==> src/rtl/add_serial_pkg.sv <==
// rtl/add_serial_pkg.sv - shared types and constants for the serial-adder scheduler
package add_serial_pkg;

    localparam int ADD_W       = 8;
    localparam int ADD_LAT_DEF = 10;

    typedef enum logic [2:0] {
        IDLE    = 3'd0,
        START   = 3'd1,
        WAIT    = 3'd2,
        CAPTURE = 3'd3,
        RELEASE = 3'd4
    } sched_state_t;

endpackage

==> src/rtl/add_serial_sched_if.sv <==
// rtl/add_serial_sched_if.sv - client request/response bundle of the adder scheduler
interface add_serial_sched_if
    import add_serial_pkg::*;
#(
    parameter int NREQ = 4,
    parameter int W    = ADD_W,
    parameter int IDW  = 2
);
    logic [NREQ-1:0]   req;
    logic [NREQ*W-1:0] a_in;
    logic [NREQ*W-1:0] b_in;
    logic [NREQ-1:0]   ack;
    logic              rsp_valid;
    logic [IDW-1:0]    rsp_id;
    logic [W-1:0]      rsp_data;

    modport master (
        output req, a_in, b_in,
        input  ack, rsp_valid, rsp_id, rsp_data
    );

    modport slave (
        input  req, a_in, b_in,
        output ack, rsp_valid, rsp_id, rsp_data
    );
endinterface

==> src/rtl/add_serial_sched_rr_arbiter.sv <==
// rtl/add_serial_sched_rr_arbiter.sv - combinational round-robin pick starting after ptr_i
module rr_arbiter #(
    parameter int NREQ = 4,
    parameter int IDW  = 2
) (
    input  logic [NREQ-1:0] req_i,
    input  logic [IDW-1:0]  ptr_i,
    output logic [NREQ-1:0] grant_o,
    output logic [IDW-1:0]  idx_o,
    output logic            valid_o
);
    always_comb begin
        grant_o = '0;
        idx_o   = '0;
        valid_o = 1'b0;
        // The last winner gets the lowest priority: scan ptr+1 .. ptr+NREQ.
        for (int k = 1; k <= NREQ; k++) begin
            if (!valid_o && req_i[(int'(ptr_i) + k) % NREQ]) begin
                valid_o = 1'b1;
                idx_o   = IDW'((int'(ptr_i) + k) % NREQ);
                grant_o[(int'(ptr_i) + k) % NREQ] = 1'b1;
            end
        end
    end
endmodule

==> src/rtl/add_serial_sched.sv <==
// rtl/add_serial_sched.sv - round-robin scheduler sharing one bit-serial adder among NREQ clients
module add_serial_sched
    import add_serial_pkg::*;
#(
    parameter int NREQ    = 4,
    parameter int W       = ADD_W,
    parameter int ADD_LAT = ADD_LAT_DEF,
    parameter int IDW     = 2
) (
    input  logic               clk,
    input  logic               rst,
    add_serial_sched_if.slave  cli,
    output logic               busy,
    output logic [W-1:0]       add_a,
    output logic [W-1:0]       add_b,
    output logic               add_en,
    input  logic [W-1:0]       add_out
);
    localparam int CW = (ADD_LAT > 2) ? $clog2(ADD_LAT) : 1;

    generate
        if (ADD_LAT < 2) begin : g_bad_lat
            $error("add_serial_sched: ADD_LAT must be at least 2");
        end
        if (IDW != $clog2(NREQ)) begin : g_bad_idw
            $error("add_serial_sched: IDW must equal clog2(NREQ)");
        end
    endgenerate

    sched_state_t    state_q, state_d;
    logic [NREQ-1:0] ack_q, ack_d;
    logic            rsp_valid_q, rsp_valid_d;
    logic [IDW-1:0]  rsp_id_q, rsp_id_d;
    logic [W-1:0]    rsp_data_q, rsp_data_d;
    logic [W-1:0]    add_a_q, add_a_d;
    logic [W-1:0]    add_b_q, add_b_d;
    logic            add_en_q, add_en_d;
    logic            busy_q, busy_d;
    logic [IDW-1:0]  rr_ptr_q, rr_ptr_d;
    logic [CW-1:0]   wait_cnt_q, wait_cnt_d;

    logic [NREQ-1:0] gnt_onehot;
    logic [IDW-1:0]  gnt_idx;
    logic            gnt_valid;

    rr_arbiter #(.NREQ(NREQ), .IDW(IDW)) u_arb (
        .req_i   (cli.req),
        .ptr_i   (rr_ptr_q),
        .grant_o (gnt_onehot),
        .idx_o   (gnt_idx),
        .valid_o (gnt_valid)
    );

    // Outputs are computed for the state being entered so they are all flop outputs.
    always_comb begin
        state_d     = state_q;
        ack_d       = '0;
        rsp_valid_d = 1'b0;
        add_en_d    = 1'b0;
        rsp_id_d    = rsp_id_q;
        rsp_data_d  = rsp_data_q;
        add_a_d     = add_a_q;
        add_b_d     = add_b_q;
        rr_ptr_d    = rr_ptr_q;
        wait_cnt_d  = wait_cnt_q;
        case (state_q)
            IDLE: begin
                if (gnt_valid) begin
                    state_d  = START;
                    add_a_d  = cli.a_in[int'(gnt_idx)*W +: W];
                    add_b_d  = cli.b_in[int'(gnt_idx)*W +: W];
                    rsp_id_d = gnt_idx;
                    rr_ptr_d = gnt_idx;
                    ack_d    = gnt_onehot;
                    add_en_d = 1'b1;
                end
            end
            START: begin
                wait_cnt_d = CW'(ADD_LAT - 1);
                state_d    = WAIT;
            end
            WAIT: begin
                wait_cnt_d = wait_cnt_q - 1'b1;
                if (wait_cnt_q == CW'(1)) begin
                    state_d = CAPTURE;
                end
            end
            CAPTURE: begin
                rsp_data_d  = add_out;
                rsp_valid_d = 1'b1;
                add_en_d    = 1'b1;
                state_d     = RELEASE;
            end
            RELEASE: begin
                state_d = IDLE;
            end
            default: begin
                state_d = IDLE;
            end
        endcase
        busy_d = (state_d != IDLE);
    end

    always_ff @(posedge clk or posedge rst) begin
        if (rst) begin
            state_q     <= IDLE;
            ack_q       <= '0;
            rsp_valid_q <= 1'b0;
            rsp_id_q    <= '0;
            rsp_data_q  <= '0;
            add_a_q     <= '0;
            add_b_q     <= '0;
            add_en_q    <= 1'b0;
            busy_q      <= 1'b0;
            rr_ptr_q    <= IDW'(NREQ - 1);
            wait_cnt_q  <= '0;
        end else begin
            state_q     <= state_d;
            ack_q       <= ack_d;
            rsp_valid_q <= rsp_valid_d;
            rsp_id_q    <= rsp_id_d;
            rsp_data_q  <= rsp_data_d;
            add_a_q     <= add_a_d;
            add_b_q     <= add_b_d;
            add_en_q    <= add_en_d;
            busy_q      <= busy_d;
            rr_ptr_q    <= rr_ptr_d;
            wait_cnt_q  <= wait_cnt_d;
        end
    end

    assign cli.ack       = ack_q;
    assign cli.rsp_valid = rsp_valid_q;
    assign cli.rsp_id    = rsp_id_q;
    assign cli.rsp_data  = rsp_data_q;
    assign busy          = busy_q;
    assign add_a         = add_a_q;
    assign add_b         = add_b_q;
    assign add_en        = add_en_q;
endmodule
==> src/flat_wrapper.sv <==
// flat-port wrapper written by rule: the top's interface ports become plain ports
module add_serial_sched_flat import add_serial_pkg::*;
#(
    parameter int NREQ    = 4,
    parameter int W       = ADD_W,
    parameter int ADD_LAT = ADD_LAT_DEF,
    parameter int IDW     = 2
)
  (clk, rst, busy, add_a, add_b, add_en, add_out, cli_req, cli_a_in, cli_b_in, cli_ack, cli_rsp_valid, cli_rsp_id, cli_rsp_data);
  add_serial_sched_if #(.NREQ(NREQ), .W(W), .IDW(IDW)) cli_i ();
  input  logic clk;
  input  logic rst;
  output logic busy;
  output logic [W-1:0] add_a;
  output logic [W-1:0] add_b;
  output logic add_en;
  input  logic [W-1:0] add_out;
  input wire logic [$bits(cli_i.req)-1:0] cli_req;
  input wire logic [$bits(cli_i.a_in)-1:0] cli_a_in;
  input wire logic [$bits(cli_i.b_in)-1:0] cli_b_in;
  output wire logic [$bits(cli_i.ack)-1:0] cli_ack;
  output wire logic [$bits(cli_i.rsp_valid)-1:0] cli_rsp_valid;
  output wire logic [$bits(cli_i.rsp_id)-1:0] cli_rsp_id;
  output wire logic [$bits(cli_i.rsp_data)-1:0] cli_rsp_data;
  assign cli_i.req = cli_req;
  assign cli_i.a_in = cli_a_in;
  assign cli_i.b_in = cli_b_in;
  assign cli_ack = cli_i.ack;
  assign cli_rsp_valid = cli_i.rsp_valid;
  assign cli_rsp_id = cli_i.rsp_id;
  assign cli_rsp_data = cli_i.rsp_data;
  add_serial_sched #(.NREQ(NREQ), .W(W), .ADD_LAT(ADD_LAT), .IDW(IDW)) u_core (.clk(clk), .rst(rst), .cli(cli_i), .busy(busy), .add_a(add_a), .add_b(add_b), .add_en(add_en), .add_out(add_out));
endmodule
==> config.mk <==
export PLATFORM = sky130hd
export DESIGN_NAME = add_serial_sched_flat
export DESIGN_NICKNAME = d
export VERILOG_FILES = /design/src/rtl/add_serial_pkg.sv /design/src/rtl/add_serial_sched_if.sv /design/src/rtl/add_serial_sched_rr_arbiter.sv /design/src/rtl/add_serial_sched.sv /design/src/flat_wrapper.sv
export SDC_FILE = /design/constraint.sdc
export NUM_CORES = 1
export LEC_CHECK = 0
export CAP_MARGIN = 20
export CORE_UTILIZATION = 45
export DETAILED_ROUTE_END_ITERATION = 10
export MAX_ROUTING_LAYER = met4
export PLACE_DENSITY = 0.81
export SYNTH_ARGS = -nofsm -noshare
export SYNTH_HDL_FRONTEND = slang
export SYNTH_SLANG_ARGS = --single-unit
==> constraint.sdc <==
create_clock -name clk -period 5.1 [get_ports clk]
set_input_delay 1.02 -clock clk [delete_from_list [all_inputs] [get_ports clk]]
set_output_delay 1.02 -clock clk [all_outputs]
set_load 0.005 [all_outputs]
### After elaboration in Yosys (flattened, before gate mapping)

Index checks and enable logic that the tools add are counted.

* register bits after elaboration: 42
* latch bits: 0
* RAM bits: 0
* bits in read-only memories: 0
* input port bits: 78
* logic and storage cells: 96
* memories kept: 0

* add/subtract/negate cells: 5
* multipliers: 0
* divide/modulo/power cells: 0
* $lt $le $gt $ge: 8
* equality and inequality tests: 4
* shift-type cells: 2
* multiplexer cells: 41
* bitwise logic cells: 7
* reductions and logical operators: 18

Operators by type and width (number)
* $shiftx 32x6->8: 2
* $mux 4: 6
* $mux 1: 18
* $lt 3x4->1 const B: 4
* $ge 3x1->1 const B: 4
* $or 4x4->4: 3
* $pmux 3 s4: 1
* $bmux 1 s2: 4
* $demux 1 s2: 4
* $mux 2: 4
* $pmux 4 s2: 1
* $reduce_or 2->1: 4
* $logic_and 1x1->1: 7
* $eq 3x2->1 const B: 2
* $mux 3: 2
* $add 2x1->2 const B: 2
* $add 2x2->2 const B: 2
* $and 1x1->1 const A: 4
* $eq 4x1->1 const B: 1
* $sub 4x1->4 const B: 1
* $eq 3x1->1 const B: 1
* $logic_not 1->1: 3
* $logic_not 3->1: 1
* $reduce_bool 3->1: 1
* other kinds (3): 3

### Logic depth before layout (Yosys ltp)

Gate-level depths: netlist of the first run.

* word-level depth: 19
* depth in mapped cells: 15
* gate-level depth less buffers: 8

### Modules after synthesis

Synthesis of the first run repeated with hierarchy kept, for this count alone.

* cells, all modules: 262
* area total of the unflattened synthesis: 2701.3 um^2

Modules (own cells, without submodules)
* add_serial_sched: times used 1, cells an instance 176, area an instance 2072.0 um^2, sequential area each 1053.5 um^2
* rr_arbiter: times used 1, cells an instance 86, area an instance 629.4 um^2, sequential area each 0.0 um^2

### Worst setup path before layout of the first run

OpenSTA, ideal clock, no wires.

* path kind: register -> register
* start point: register u_core.rr_ptr_q[0]
* end point: register u_core.add_a_q[3], in the netlist u_core.add_a[3]
* arrival time: 3.762 ns
* path slack: 1.204 ns
* cell stages (with the launch flop): 16
* buffers on the path: 7
* path through: dfstp_2 > buf_6 > buf_2 > clkbuf_1 > clkbuf_1 > inv_1 > ha_1 > mux4_2 > nor2b_1 > buf_2 > nor2_1 > a2bb2oi_1 > buf_4 > buf_4 > mux2i_1 > o221ai_2

* longest elaborated chain between the ends: 15
* elaborated cells on any way between the ends: 32

RTL lines
* start, declared: RTL line add_serial_sched.sv:39 `logic [IDW-1:0] rr_ptr_q, rr_ptr_d;`
* start signal, assigned: RTL line add_serial_sched.sv:115 `rr_ptr_q <= IDW'(NREQ - 1);`
* start signal, assigned: RTL line add_serial_sched.sv:127 `rr_ptr_q <= rr_ptr_d;`
* $add 2x1->2: RTL line add_serial_sched_rr_arbiter.sv:18, add_serial_sched_rr_arbiter.sv:20
* $bmux 1 s2: RTL line add_serial_sched_rr_arbiter.sv:18 `if (!valid_o && req_i[(int'(ptr_i) + k) % NREQ]) begin`
* $mux 1 (implied by the code) (2 in a row): RTL line add_serial_sched_rr_arbiter.sv:18
* $mux 1: RTL line add_serial_sched_rr_arbiter.sv:18
* $logic_not 1->1: RTL line add_serial_sched_rr_arbiter.sv:18
* $logic_and 1x1->1: RTL line add_serial_sched_rr_arbiter.sv:18
* $mux 1: RTL line add_serial_sched_rr_arbiter.sv:18
* $logic_not 1->1: RTL line add_serial_sched_rr_arbiter.sv:18
* $logic_and 1x1->1: RTL line add_serial_sched_rr_arbiter.sv:18
* $mux 1: RTL line add_serial_sched_rr_arbiter.sv:18
* $logic_not 1->1: RTL line add_serial_sched_rr_arbiter.sv:18
* $logic_and 1x1->1: RTL line add_serial_sched_rr_arbiter.sv:18
* $mux 2 / $mux 1 (equally long branches): RTL line add_serial_sched_rr_arbiter.sv:18
* $shiftx 32x6->8 / $reduce_and 2->1 (equally long branches)
* end signal, assigned: RTL line add_serial_sched.sv:111 `add_a_q <= '0;`
* end signal, assigned: RTL line add_serial_sched.sv:123 `add_a_q <= add_a_d;`
* end, declared: RTL line add_serial_sched.sv:35 `logic [W-1:0] add_a_q, add_a_d;`

Several ways; a longest one is shown, not always the timed one. The select of a mux whose other input is x is not followed.
A chain may end at the register's enable or synchronous reset.

### Worst setup path in the final report of the first run

* start point: input port cli_req[3]
* end point: register u_core.add_a_q[0], in the netlist u_core.add_a[0]

* longest elaborated chain between the ends: 14
* elaborated cells on any way between the ends: 28

RTL lines
* start, declared: RTL line flat_wrapper.sv:18 `input wire logic [$bits(cli_i.req)-1:0] cli_req;`
* $bmux 1 s2: RTL line add_serial_sched_rr_arbiter.sv:18
* $mux 1 (implied by the code) (2 in a row): RTL line add_serial_sched_rr_arbiter.sv:18
* $mux 1: RTL line add_serial_sched_rr_arbiter.sv:18
* $logic_not 1->1: RTL line add_serial_sched_rr_arbiter.sv:18
* $logic_and 1x1->1: RTL line add_serial_sched_rr_arbiter.sv:18
* $mux 1: RTL line add_serial_sched_rr_arbiter.sv:18
* $logic_not 1->1: RTL line add_serial_sched_rr_arbiter.sv:18
* $logic_and 1x1->1: RTL line add_serial_sched_rr_arbiter.sv:18
* $mux 1: RTL line add_serial_sched_rr_arbiter.sv:18
* $logic_not 1->1: RTL line add_serial_sched_rr_arbiter.sv:18
* $logic_and 1x1->1: RTL line add_serial_sched_rr_arbiter.sv:18
* $mux 2 / $mux 1 (equally long branches): RTL line add_serial_sched_rr_arbiter.sv:18
* $shiftx 32x6->8 / $reduce_and 2->1 (equally long branches)

Several ways; a longest one is shown, not always the timed one. The select of a mux whose other input is x is not followed.

==> results of run 1 <==
==> cells by family after synthesis <==
family	count (synthesis)	share of synthesized area, %
and+or+nand+nor	97	16.13
buffers and inverters	58	8.635
adders and majority gates	10	4.212
xor gates and xnor gates	1	0.2949
DFF	42	35.47
AOI/OAI and AO/OA	95	23.08
muxes	30	12.17
==> metrics by stage <==
stage                     hold WS, ps  instances  worst slack (ps)
final                           492.7        504              1202
after CTS                       493.9        504              1182
after global routing            529.2        504             850.4
after global placement          460.6        495              1045
after floorplan                 467.3        333              1204
after detailed placement        475.4        496             846.9
==> flip-flops by register name (all words and copies together), names as in the netlist <==
register              count
u_core.add_a              8
u_core.add_b              8
u_core.add_en             1
u_core.busy               1
u_core.cli.ack            4
u_core.cli.rsp_data       8
u_core.cli.rsp_id         2
u_core.cli.rsp_valid      1
u_core.rr_ptr_q           2
u_core.state_q            3
u_core.wait_cnt_q         4
==> worst max path at each step <==
| stage | cells after the start | startpoint | slack (ps) | end |
|---|---|---|---|---|
| floorplan | 15 | u_core.rr_ptr_q[0]$_DFFE_PP1P_ | 1200 | u_core.add_a[3]$_DFFE_PP0P_ |
| global placement | 8 | cli_req[3] | 1040 | u_core.add_b[7]$_DFFE_PP0P_ |
| detailed placement | 8 | cli_req[3] | 850 | u_core.add_b[6]$_DFFE_PP0P_ |
| CTS | 8 | cli_req[3] | 1180 | u_core.add_b[6]$_DFFE_PP0P_ |
| global route | 8 | u_core.rr_ptr_q[0]$_DFFE_PP1P_ | 850 | u_core.add_b[6]$_DFFE_PP0P_ |
| finish | 8 | cli_req[3] | 1200 | u_core.add_a[0]$_DFFE_PP0P_ |
==> layer usage <==
layer	track usage, %	up-vias
met5	-	-
li1	-	1416
met4	6.113	0
met2	39.57	118
met1	32.82	1380
met3	4.274	9
==> cells in the final DEF (no fill, tap or decap), types with 3 or more instances in the layout <==
| cell type | synthesis | final |
|---|---|---|
| buf_4 | 2 | 7 |
| o21ai_0 | 22 | 22 |
| a31oi_1 | 17 | 17 |
| mux2_2 | 9 | 9 |
| clkdlybuf4s50_1 | 0 | 110 |
| ha_1 | 10 | 10 |
| nor3_1 | 18 | 18 |
| nor2_1 | 17 | 17 |
| nand2_1 | 33 | 33 |
| o221ai_1 | 31 | 31 |
| a21oi_1 | 5 | 5 |
| clkbuf_8 | 0 | 6 |
| dfrtp_1 | 40 | 40 |
| inv_1 | 26 | 25 |
| mux4_2 | 4 | 4 |
| nand3b_1 | 16 | 16 |
| mux2i_1 | 17 | 17 |
| a22oi_1 | 5 | 5 |
| a221oi_1 | 4 | 4 |
| nand2b_1 | 3 | 3 |
==> worst max-delay path: cells and delay by family <==
kind                   cells  cell delay, ps
buffers and inverters      2             850
AOI/OAI and AO/OA          2             800
muxes                      2             800
and+or+nand+nor            2             570
==> final cells by class <==
type | instances | share of cell area (%)
Multi-Input combinational cell | 233 | 40.27
Timing Repair Buffer | 117 | 27.60
Sequential cell | 42 | 25.21
Inverter | 27 | 2.425
Tap cell | 77 | 2.305
Clock buffer | 7 | 2.066
Clock inverter | 1 | 0.1198
==> power breakdown <==
part	internal (mW)	switching, mW
clock	0.109	0.114
combinational	0.852	0.959
sequential	0.509	0.130
==> results.yml, run 1 <==
route:
  firstDrtPassIters: 4
  dr_wl_met3_um: 507
  wl_met1_um: 3640
  topRoutingLayerUsed: "met4"
  drt-initial-drc-count: 197
  route.detailed.drc: 0
  viasPerCell: 5.800
  routed_wl_um: 8154
  dr_wl_met2_um: 3920
  vias: 2923
  postRouteAntennaNets: 0
  wl_per_cell_um: 16.18
cts:
  path_clk_slew_ps: 80
  hold_buffers: 0
  clock-sinks: 42
  postCtsSetupRepairBufs: 0
  clk-insertion-delay-late_ps: 290
  cts_tree: "built"
  cts_root_buf: "clkbuf_8"
  htree_levels: 2
  clockBufferDepth: 2
  cts_made_buffers: 5
  cts.repair.resized: 0
global_route:
  grt_usage_pct: 24.76
  antenna_found_initial: 0
  grt_max_degree: 80
  grt_first_pass_wirelength_um: 13450
  overflow: 0
  grt_pass1_vias: 2818
synthesis:
  synthTopCellsByArea: "dfrtp_1 (34%), o221ai_1 (9.1%), mux2i_1 (5.7%)"
  ys_top_cells_by_count: "dfrtp_1 (40), nand2_1 (33), o221ai_1 (31), inv_1 (26), o21ai_0 (22)"
  yosys.cell_count.top_type: "dfrtp_1"
  synth_edf_count: 0
  syn_inst: 333
  synth_nets: 421
  synth_largest_area_cell: "dfrtp_1"
  synth_top_area_share_pct: 33.70
  async_flop_share_pct: 100.0
  synthFlopType: "dfrtp_1"
  synth_seq_cells: 42
  synth_warnings: 0
  synth_area_um2: 2970
  ys_types: 41
  ys_seq_area_share_pct: 35.47
  syn_avg_cell_area_um2: 8.920
power:
  power_mw: 2.672
  p_per_area_nw_per_um2: 639.5
  vdd.ir_drop.worst_mv: 0.5568
  p_leak_nw: 1.738
die:
  die_h_um: 83.25
  die_w_um: 83.25
  coreArea_um2: 6350
  ios: 111
  initial_utilization_pct: 46.78
  die_area_um2: 6930
  row_count: 29
sta:
  relSlewSlack_pct: 46.12
  min_period_ps: 3898
  final_hold_viol_count: 0
  final.period_utilization_pct: 76.44
  setup_tns_ps: 0
  tightestPinTransition_ps: 807.7
  setup_violations: 0
  fin_skew_ps: 4.815
  max_freq_mhz: 256.5
  maxSlewViolCount: 0
  rsz0062_at_grt: "false"
final_layout:
  area_growth_syn_to_layout_pct: 40.69
  layout.area.seq_um2: 1054
  multi_input_area_um2: 1683
  finalNetCount: 514
  n_antenna_cell: 0
  final_area_um2: 4179
  drive_above_1_share_pct: 8.665
  fin_util_pct: 65.81
  num-fill-cells: 502
placement:
  gp_congestion: 0.8547
  dpl_cell_area_um2: 4088
  dp_hpwl_um: 5961
  port_buffers: 110
critical_path:
  cp-end-kind: "flop"
  regToRegEndpoint: "u_core.add_a[0]$_DFFE_PP0P_"
  crit_top_cell: "nand2b_1"
  arrival_ps: 4040
  reg2reg_slack_ps: 1220
  crit_chain: "clkdlybuf4s50_1, mux4_2, nand2b_1, nand2b_1, a2bb2oi_2, buf_4, mux2i_1, o221ai_1"
  max_stage_delay_ps: 670
  crit_slowest_cell: "a2bb2oi_2"
  critPathKind: "input pin to flop"
  rr_worst_depth: 8
  cp_max_fo: 17
  r2r-start: "u_core.rr_ptr_q[0]$_DFFE_PP1P_"
  crit_required_ps: 5240
  cp-start-kind: "input pin"
min_path:
  min_to: "u_core.cli.rsp_id[0]$_DFFE_PP0P_"
  holdCritPathClass: "flop to flop"
  hold_start: "u_core.cli.rsp_id[0]$_DFFE_PP0P_"
  holdPathStages: 2
status:
  status: "finished clean"
flow_run:
  drv_cap: 0
(Power assumes the default switching activity.)
==> inputs of run 2 (changes only) <==
==> constraint.sdc (replaced) <==
create_clock -name clk -period 3.9 [get_ports clk]
set_input_delay 0.78 -clock clk [delete_from_list [all_inputs] [get_ports clk]]
set_output_delay 0.78 -clock clk [all_outputs]
set_load 0.005 [all_outputs]
==> run 2 against run 1 <==
Against the previous run: combinational power up 34%; sequential power up 34%; critical path depth unchanged; critical endpoint is now u_core.add_b[7]$_DFFE_PP0P_.
==> results.yml, run 2 (synthesis gave the netlist of run 1 again) <==
status:
  status: "finished clean"
route:
  viasPerCell: 5.921
  vias: 3002
  wl_per_cell_um: 16.70
  route.detailed.drc: 0
  drt-initial-drc-count: 210
  firstDrtPassIters: 5
  routed_wl_um: 8468
  postRouteAntennaNets: 0
final_layout:
  area_growth_syn_to_layout_pct: 42.42
  n_antenna_cell: 0
  num-fill-cells: 529
  drive_above_1_share_pct: 9.535
  layout_commonest_cell: "clkdlybuf4s50_1"
  final_cell_mix: "clkdlybuf4s50_1 (110), dfrtp_1 (40), nand2_1 (33)"
  finalNetCount: 518
cts:
  hold_buffers: 0
  cts_made_buffers: 5
  cts.repair.resized: 0
  postCtsSetupRepairBufs: 0
  clock-sinks: 42
  htree_levels: 2
  clk-insertion-delay-late_ps: 300
  path_clk_slew_ps: 80
  clockBufferDepth: 2
  cts_tree: "built"
  cts_root_buf: "clkbuf_8"
global_route:
  grt.met3_usage_pct: 4.374
  groute.layer.met1.usage_pct: 32.16
  grt_usage_pct: 25.54
  overflow: 0
  busiest_layer: "met2"
  grt_first_pass_wirelength_um: 13870
  antenna_found_initial: 0
  grt_use_met2_pct: 42.32
  grt_pass1_vias: 2901
  grt_max_degree: 44
critical_path:
  cp-end-kind: "flop"
  crit_required_ps: 4030
  critPathKind: "flop to flop"
  cp-start-kind: "flop"
  cp_max_fo: 18
  arrival_ps: 3460
power:
  vdd.ir_drop.worst_mv: 0.5858
  comb_power_share_pct: 66.6
  power.internal_mw: 2.023
  p_sw_mw: 1.612
  power_frac_clock_pct: 9.8
  p_per_area_nw_per_um2: 859.2
  swShare_pct: 44.35
  p_leak_nw: 1.766
  power_mw: 3.634
  seqPwrFrac_pct: 23.6
die:
  coreArea_um2: 6350
  die_h_um: 83.25
  ios: 111
  initial_utilization_pct: 46.78
  die_area_um2: 6930
  die_w_um: 83.25
  row_count: 29
flow_run:
  drv_cap: 0
placement:
  pre_cts_slack_ps: 330.0
  gp_congestion: 0.8716
  port_buffers: 110
  dp_hpwl_um: 6235
sta:
  tightestPinTransition_ps: 774.1
  min_period_ps: 3330
  final.period_utilization_pct: 85.39
  final_hold_viol_count: 0
  setup_violations: 0
  setup_tns_ps: 0
  max_freq_mhz: 300.3
  setup_slack_ps: 570.0
  rsz0062_at_grt: "false"
  maxSlewViolCount: 0
  fin_skew_ps: 8.576
  relSlewSlack_pct: 48.36
  worst_hold_slack_ps: 492.6
min_path:
  holdCritPathClass: "flop to flop"
[run 2: cell count changes in the layout (fill, tap and decap cells not counted)]
cell,before,now
buf_4,7,11
bufinv_16,0,1
clkbuf_1,1,0
clkinv_2,1,0
[run 2: layer usage]
metal / part of all wire [%] / vias up
met4: 1.6 / 0
li1: - / 1422
met3: 6.5 / 13
met5: 0 / -
met2: 50 / 135
met1: 42 / 1432
[run 2: layout make-up]
class	count	area, um^2	area share, %
clock buffer	6	82.58	1.952
clock inverter	1	30.03	0.7098
inverter	27	101.3	2.396
multi-input combinational	233	1683	39.78
sequential	42	1054	24.90
tap	77	96.34	2.277
timing repair buffer	121	1184	27.98
[run 2: worst paths after layout]
check	depth (start not counted)	slack, ps	endpoint	startpoint
max in group asynchronous	3	2410	u_core.rr_ptr_q[1]$_DFFE_PP1P_	rst
worst max-delay path	8	570	u_core.add_b[7]$_DFFE_PP0P_	u_core.rr_ptr_q[1]$_DFFE_PP1P_
min in group asynchronous	2	750	u_core.add_en$_DFF_PP0_	rst
worst min register to register	2	490	u_core.cli.rsp_id[1]$_DFFE_PP0P_	u_core.cli.rsp_id[1]$_DFFE_PP0P_
worst max register to register	8	570	u_core.add_b[7]$_DFFE_PP0P_	u_core.rr_ptr_q[1]$_DFFE_PP1P_
worst min-delay path	2	490	u_core.cli.rsp_id[1]$_DFFE_PP0P_	u_core.cli.rsp_id[1]$_DFFE_PP0P_
[run 2: per-stage QoR]
stage                     std cells  util, %  area (um^2)
final                           507    66.62         4230
after global routing            507    66.62         4230
after CTS                       507    66.62         4230
after detailed placement        500    64.85         4118
after global placement          500    64.85         4118
after floorplan                 333        -         2970
[run 2: critical path: stages (launching register included)]
cell and delay [ps]:
dfstp_2 650, inv_1 160, ha_1 430, mux4_2 600, nor2b_2 230, nand2b_1 80, a31oi_1 100, o21bai_2 640
o221ai_1 260
[run 2: power groups by stage]
stage	combinational (mW)	clock [mW]	sequential, mW
after detailed placement	2.42	0	0.860
after global routing	2.65	0.376	0.889
after floorplan	1.67	0	0.798
final	2.42	0.355	0.857
after CTS	2.42	0.356	0.854
after global placement	2.33	0	0.851
